[config.mk]
export PLATFORM = sky130hd
export DESIGN_NAME = keypad_scanner
export DESIGN_NICKNAME = d
export VERILOG_FILES = /design/src/rtl/keypad_pkg.sv /design/src/rtl/keypad_scanner_scan_timer.sv /design/src/rtl/keypad_scanner.sv
export SDC_FILE = /design/constraint.sdc
export NUM_CORES = 1
export LEC_CHECK = 0
export BUFFER_PORTS_ARGS = -buffer_cell sky130_fd_sc_hd__buf_2
export CORE_UTILIZATION = 35
export DETAILED_ROUTE_END_ITERATION = 10
export GPL_TIMING_DRIVEN = 0
export SYNTH_ARGS = -nofsm -noshare
export SYNTH_HDL_FRONTEND = slang
export SYNTH_SLANG_ARGS = --single-unit
[constraint.sdc]
create_clock -name clk -period 2.9 [get_ports clk]
set_input_delay 0.29 -clock clk [delete_from_list [all_inputs] [get_ports clk]]
set_output_delay 0.29 -clock clk [all_outputs]
set_load 0.03 [all_outputs]
[src/rtl/keypad_pkg.sv]
// Shared types and tables for the 4x4 keypad scanner.
package keypad_pkg;

    typedef enum logic [1:0] {
        SCAN     = 2'd0,
        DEBOUNCE = 2'd1,
        HELD     = 2'd2
    } state_t;

    // Active-low one-hot column drive, indexed by column number (col[3] = column 0)
    localparam logic [3:0] COL_DRIVE [0:3] = '{4'b0111, 4'b1011, 4'b1101, 4'b1110};

    // Key code {row_idx, col_idx} to the hex legend printed on the keypad
    localparam logic [3:0] KEY_LEGEND [0:15] = '{
        4'h1, 4'h2, 4'h3, 4'hA,
        4'h4, 4'h5, 4'h6, 4'hB,
        4'h7, 4'h8, 4'h9, 4'hC,
        4'h0, 4'hF, 4'hE, 4'hD
    };

    // Returns {valid, idx}: valid only when exactly one row is pulled low (row[3] = row 0)
    function automatic logic [2:0] onehot_low_idx(input logic [3:0] row);
        logic [3:0] low;
        low = ~row;
        case (low)
            4'b1000: return {1'b1, 2'd0};
            4'b0100: return {1'b1, 2'd1};
            4'b0010: return {1'b1, 2'd2};
            4'b0001: return {1'b1, 2'd3};
            default: return 3'b000;
        endcase
    endfunction

endpackage

[src/rtl/keypad_scanner_scan_timer.sv]
// Free-running column dwell counter; o_tick marks the last cycle of each dwell.
module scan_timer #(
    parameter int SCAN_DIV = 50_000
) (
    input  logic i_clk,
    input  logic i_reset,
    output logic o_tick
);
    localparam int CW = $clog2(SCAN_DIV);

    logic [CW-1:0] r_cnt;

    assign o_tick = (r_cnt == CW'(SCAN_DIV - 1));

    // Count 0..SCAN_DIV-1 and wrap
    always_ff @(posedge i_clk) begin
        if (i_reset)
            r_cnt <= '0;
        else if (o_tick)
            r_cnt <= '0;
        else
            r_cnt <= r_cnt + 1'b1;
    end

endmodule

[src/rtl/keypad_scanner.sv]
// 4x4 keypad matrix scanner with per-press debounce and a valid/ready key output.
// Optional auto-repeat while a key is held is enabled by defining KEYPAD_REPEAT_EN.
module keypad_scanner
    import keypad_pkg::*;
#(
    parameter int SCAN_DIV       = 50_000,
    parameter int DEBOUNCE_SCANS = 4,
    parameter int REPEAT_DELAY   = 40,
    parameter int REPEAT_RATE    = 10
) (
    input  logic       clk,
    input  logic       reset,
    input  logic [3:0] row,
    output logic [3:0] col,
    output logic       key_valid,
    output logic [3:0] key_code,
    input  logic       key_ready,
    output logic       key_overrun
);
    localparam int CNT_W = $clog2(DEBOUNCE_SCANS + 1);

    logic [3:0]       r_row_p0, r_row_p1;
    state_t           r_state, w_state_nxt;
    logic [1:0]       r_col_idx, r_row_idx;
    logic [3:0]       r_row_pat;
    logic [CNT_W-1:0] r_match_cnt, r_release_cnt;
    logic [CNT_W-1:0] w_match_inc, w_release_inc;
    logic             w_tick, w_one_low, w_row_match, w_row_idle;
    logic             w_match_done, w_release_done;
    logic [2:0]       w_low;
    logic             w_col_adv, w_latch, w_press, w_repeat, w_confirm;
    logic             r_key_valid, r_key_overrun;
    logic [3:0]       r_key_code;

    scan_timer #(.SCAN_DIV(SCAN_DIV)) u_timer (
        .i_clk   (clk),
        .i_reset (reset),
        .o_tick  (w_tick)
    );

    assign w_low          = onehot_low_idx(r_row_p1);
    assign w_one_low      = w_low[2];
    assign w_row_match    = (r_row_p1 == r_row_pat);
    assign w_row_idle     = (r_row_p1 == 4'hF);
    assign w_match_inc    = r_match_cnt + 1'b1;
    assign w_release_inc  = r_release_cnt + 1'b1;
    assign w_match_done   = (w_match_inc == CNT_W'(DEBOUNCE_SCANS));
    assign w_release_done = (w_release_inc == CNT_W'(DEBOUNCE_SCANS));
    assign w_confirm      = w_press | w_repeat;

`ifdef KEYPAD_REPEAT_EN
    localparam int RPT_MAX = (REPEAT_DELAY > REPEAT_RATE) ? REPEAT_DELAY : REPEAT_RATE;
    localparam int RPT_W   = $clog2(RPT_MAX + 1);

    logic [RPT_W-1:0] r_rep_cnt, w_rep_inc;
    logic             r_rep_first, w_rep_due;

    assign w_rep_inc = r_rep_cnt + 1'b1;
    assign w_rep_due = (w_rep_inc == (r_rep_first ? RPT_W'(REPEAT_DELAY) : RPT_W'(REPEAT_RATE)));

    // Dwell count while held: first repeat after REPEAT_DELAY, then every REPEAT_RATE
    always_ff @(posedge clk) begin
        if (reset) begin
            r_rep_cnt   <= '0;
            r_rep_first <= 1'b1;
        end else if (w_press || (r_state == HELD && w_tick && w_row_idle)) begin
            r_rep_cnt   <= '0;
            r_rep_first <= 1'b1;
        end else if (r_state == HELD && w_tick) begin
            if (w_rep_due) begin
                r_rep_cnt   <= '0;
                r_rep_first <= 1'b0;
            end else begin
                r_rep_cnt <= w_rep_inc;
            end
        end
    end
`else
    logic w_unused_rpt;
    assign w_unused_rpt = ^{REPEAT_DELAY, REPEAT_RATE};
`endif

    // Two-stage synchroniser for the asynchronous row inputs
    always_ff @(posedge clk) begin
        if (reset) begin
            r_row_p0 <= 4'hF;
            r_row_p1 <= 4'hF;
        end else begin
            r_row_p0 <= row;
            r_row_p1 <= r_row_p0;
        end
    end

    // FSM state register
    always_ff @(posedge clk) begin
        if (reset)
            r_state <= SCAN;
        else
            r_state <= w_state_nxt;
    end

    // FSM next-state logic, evaluated only at dwell ticks
    always_comb begin
        w_state_nxt = r_state;
        case (r_state)
            SCAN:     if (w_tick && w_one_low) w_state_nxt = DEBOUNCE;
            DEBOUNCE: if (w_tick) begin
                          if (!w_row_match)      w_state_nxt = SCAN;
                          else if (w_match_done) w_state_nxt = HELD;
                      end
            HELD:     if (w_tick && w_row_idle && w_release_done) w_state_nxt = SCAN;
            default:  w_state_nxt = SCAN;
        endcase
    end

    // FSM outputs: column drive and per-tick actions
    always_comb begin
        col       = COL_DRIVE[r_col_idx];
        w_col_adv = 1'b0;
        w_latch   = 1'b0;
        w_press   = 1'b0;
        w_repeat  = 1'b0;
        case (r_state)
            SCAN: if (w_tick) begin
                      if (w_one_low) w_latch   = 1'b1;
                      else           w_col_adv = 1'b1;
                  end
            DEBOUNCE: if (w_tick) begin
                      if (!w_row_match)      w_col_adv = 1'b1;
                      else if (w_match_done) w_press   = 1'b1;
                  end
            HELD: begin
                      if (w_tick && w_row_idle && w_release_done) w_col_adv = 1'b1;
`ifdef KEYPAD_REPEAT_EN
                      if (w_tick && !w_row_idle && w_rep_due) w_repeat = 1'b1;
`endif
                  end
            default: ;
        endcase
    end

    // Column index and debounce counters
    always_ff @(posedge clk) begin
        if (reset) begin
            r_col_idx     <= 2'd0;
            r_match_cnt   <= '0;
            r_release_cnt <= '0;
        end else begin
            if (w_col_adv)
                r_col_idx <= r_col_idx + 1'b1;
            if (w_latch)
                r_match_cnt <= '0;
            else if (r_state == DEBOUNCE && w_tick && w_row_match)
                r_match_cnt <= w_match_inc;
            if (w_press)
                r_release_cnt <= '0;
            else if (r_state == HELD && w_tick)
                r_release_cnt <= w_row_idle ? w_release_inc : '0;
        end
    end

    // Capture of the candidate key when a single row is first seen low
    always_ff @(posedge clk) begin
        if (w_latch) begin
            r_row_idx <= w_low[1:0];
            r_row_pat <= r_row_p1;
        end
    end

    // Output handshake: load on confirm when free, otherwise flag the dropped key
    always_ff @(posedge clk) begin
        if (reset) begin
            r_key_valid   <= 1'b0;
            r_key_code    <= 4'h0;
            r_key_overrun <= 1'b0;
        end else begin
            r_key_overrun <= 1'b0;
            if (w_confirm && (!r_key_valid || key_ready)) begin
                r_key_valid <= 1'b1;
                r_key_code  <= {r_row_idx, r_col_idx};
            end else begin
                if (w_confirm)
                    r_key_overrun <= 1'b1;
                if (r_key_valid && key_ready)
                    r_key_valid <= 1'b0;
            end
        end
    end

    assign key_valid   = r_key_valid;
    assign key_code    = r_key_code;
    assign key_overrun = r_key_overrun;

endmodule

==> flow_summary.ini <==
[setup_path]
cp_top_family = simple AND/OR/NAND/NOR gates
startpoint_type = flop
cp_slowest_cell = nor4_1
crit_chain = ha_1 -> and3_1 -> buf_2 -> nand4_1 -> nor4_1 -> or2_2 -> nor2_1
ff2ff_path_depth = 7
end_kind = flop
critPathMaxStageDelay_ns = 1.09
path_class = reg -> reg
path_max_fanout = 7
critPathArrivalTime_ns = 2.89
path_buf_inv = 1
critical_path_required_ns = 3.10
cp.depth = 7

[timing]
fin_crit_sh_pct = 92.9
hold_violations = 0
worst_pin_slew_ns = 1.35
fin_skew_ns = 0.0100
rsz0062_at_grt = false
fin_tns_setup_ns = 0
min_period_ns = 2.69
fmax_mhz = 371
drv_slew = 0
setup_viol = 0
relSlewSlack_pct = 9.17

[grt]
met2_usage_pct = 18.6
grt_util_met1_pct = 18.0
grt_util_met3_pct = 3.52
grt_pass1_vias = 1388
grt_first_pass_wirelength_microns = 6400
overflow = 0
grt_usage_pct = 13.2
antenna_found_initial = 0
grt_max_degree = 16
gr-max-usage-layer = met2

[yosys]
ys_seq_area_share_pct = 45.4
avgSynthCellArea_sq_um = 9.78
ys_async_sr_fraction_pct = 0
synth-edff-count = 6
synth_cell_types = 43
syn_area_sq_um = 2160
synth_warnings = 0
ys.flop_type = dfxtp_1
syn-num-nets = 237
netlist_instances = 221
ys_seq_elements = 46

[cts]
hold_buffers = 0
postCtsSetupRepairBufs = 0
cts_htree_levels = 2
cts_inserted_buffers = 5
cts_buffer_depth = 2
root_buffer = clkbuf_8
cts_resized = 0
cts_tree = yes
clock-sinks = 46
clk_pin_slew_worst_paths_ns = 0.08
clock_latency_ns = 0.31

[job]
maxCapViolations = 0

[power_and_ir_drop]
power_density_nw_per_um2 = 470
power.leakage_nw = 0.933
irDropWorstVdd_uv = 232

[route]
vias = 1567
antenna_left = 0
wl_per_cell_microns = 11.9
drc = 0
drt_wl_total_microns = 3810
first_pass_iters = 4
viasPerCell = 4.91
drtIter0Drc = 100

[cells_and_area]
final_cell_mix = dfxtp_1 (40), nor2_1 (33), buf_2 (19), xor2_1 (13)
layout_commonest_cell = dfxtp_1
syn2layout_area_growth_pct = 12.8
drive_gt1_share_pct = 18.4
num_antenna_cells = 0
utilization_pct = 41.2
nets = 259

[floorplanning]
dieWidth_microns = 80.6
start_util_pct = 36.5
die_area_sq_um = 6490
rows = 28
core_area_sq_um = 5920
ios = 17
die_h_microns = 80.6

[placement]
dpl.hpwl_microns = 2700
portBuffers = 15
place_congestion = 0.785

[status]
outcome = completed

[hold_path]
holdPathStages = 2
hold_class = in -> reg
[cells by family (layout without fill, tap and decap cells)]
logic type | Yosys count | in the layout | synth area share, %
and+or+nand+nor | 98 | 98 | 27.4
DFF | 46 | 46 | 45.4
xor gates and xnor gates | 22 | 22 | 8.92
AOI/OAI and AO/OA | 19 | 19 | 5.79
buffers and inverters | 19 | 42 | 3.53
adders and majority gates | 9 | 9 | 5.21
muxes | 8 | 8 | 3.71
[path summary, 6_finish.rpt]
check	start	endpoint	slack (ns)
max reg2reg	u_timer.r_cnt[0]	r_match_cnt[1]	0.21
min reg2reg	r_row_p0[3]	r_row_p1[3]	0.41
max	u_timer.r_cnt[0]	r_match_cnt[1]	0.21
min	row[1]	r_row_p0[1]	0.17
[through the flow]
step / setup WS [ns] / cells / total power [mW] / instance area [sq um] / hold slack, ns
after floorplan: 0.774 / 221 / 0.706 / 2160 / 0.389
after global placement: 0.129 / 311 / 0.718 / 2330 / 0.394
after detailed placement: 0.211 / 311 / 0.719 / 2330 / 0.398
after CTS: 0.183 / 319 / 1.16 / 2440 / 0.155
after global routing: 0.0253 / 319 / 1.20 / 2440 / 0.155
final: 0.206 / 319 / 1.15 / 2440 / 0.166
[flip-flops by register name, summed over array words and instances, names as in the netlist]
signal,flops
u_timer.r_cnt,16
key_code,4
r_row_p0,4
r_row_p1,4
r_row_pat,4
r_match_cnt,3
r_release_cnt,3
r_col_idx,2
r_row_idx,2
r_state,2
key_overrun,1
key_valid,1
[Yosys cell counts (all sizes together), types with 2 or more instances]
master / count / area (sq um)
a211oi: 2 / 20.0
a21oi: 4 / 20.0
a31oi: 2 / 12.5
and3: 8 / 51.3
and4: 5 / 46.3
buf: 4 / 20.0
clkbuf: 6 / 22.5
dfxtp: 40 / 801
edfxtp: 6 / 180
ha: 9 / 113
inv: 9 / 33.8
mux2i: 8 / 80.1
nand2: 6 / 22.5
nand2b: 2 / 12.5
nand3: 8 / 40.0
nand4: 7 / 58.8
nor2: 33 / 124
nor3: 5 / 30.0
nor3b: 2 / 20.0
nor4: 2 / 12.5
nor4b: 3 / 56.3
nor4bb: 2 / 20.0
o21ai: 6 / 30.0
or2: 9 / 56.3
or3: 2 / 12.5
xnor2: 9 / 78.8
xor2: 13 / 114
[where the power goes]
part           internal, mW  leakage, nW  total [mW]  switching [mW]
combinational        0.0193        0.496      0.0461          0.0268
sequential            0.653        0.381       0.658         0.00514
clock                 0.224       0.0567       0.443           0.219
total                 0.895        0.933        1.15           0.251
[area by class of cell]
class	count	area, sq um
Sequential cell	46	981
Fill cell	583	3480
Inverter	9	33.8
Timing Repair Buffer	15	75.1
Clock inverter	2	13.8
Buffer	10	42.5
Tap cell	75	93.8
Clock buffer	6	93.8
Multi-Input combinational cell	156	1100
[worst register-to-register path: cells and delay by family (launching register included)]
family | cells | cell delay, ns
simple gates | 5 | 1.85
flops | 1 | 0.36
buf+inv | 1 | 0.20
fa+ha+maj | 1 | 0.18
[layer usage]
layer | vias to the layer above | routed length, microns
met5 | - | 0
met4 | 0 | 85
met3 | 7 | 124
met2 | 24 | 1640
met1 | 721 | 1960
li1 | 815 | -
Power figures use the tool's default switching activity.
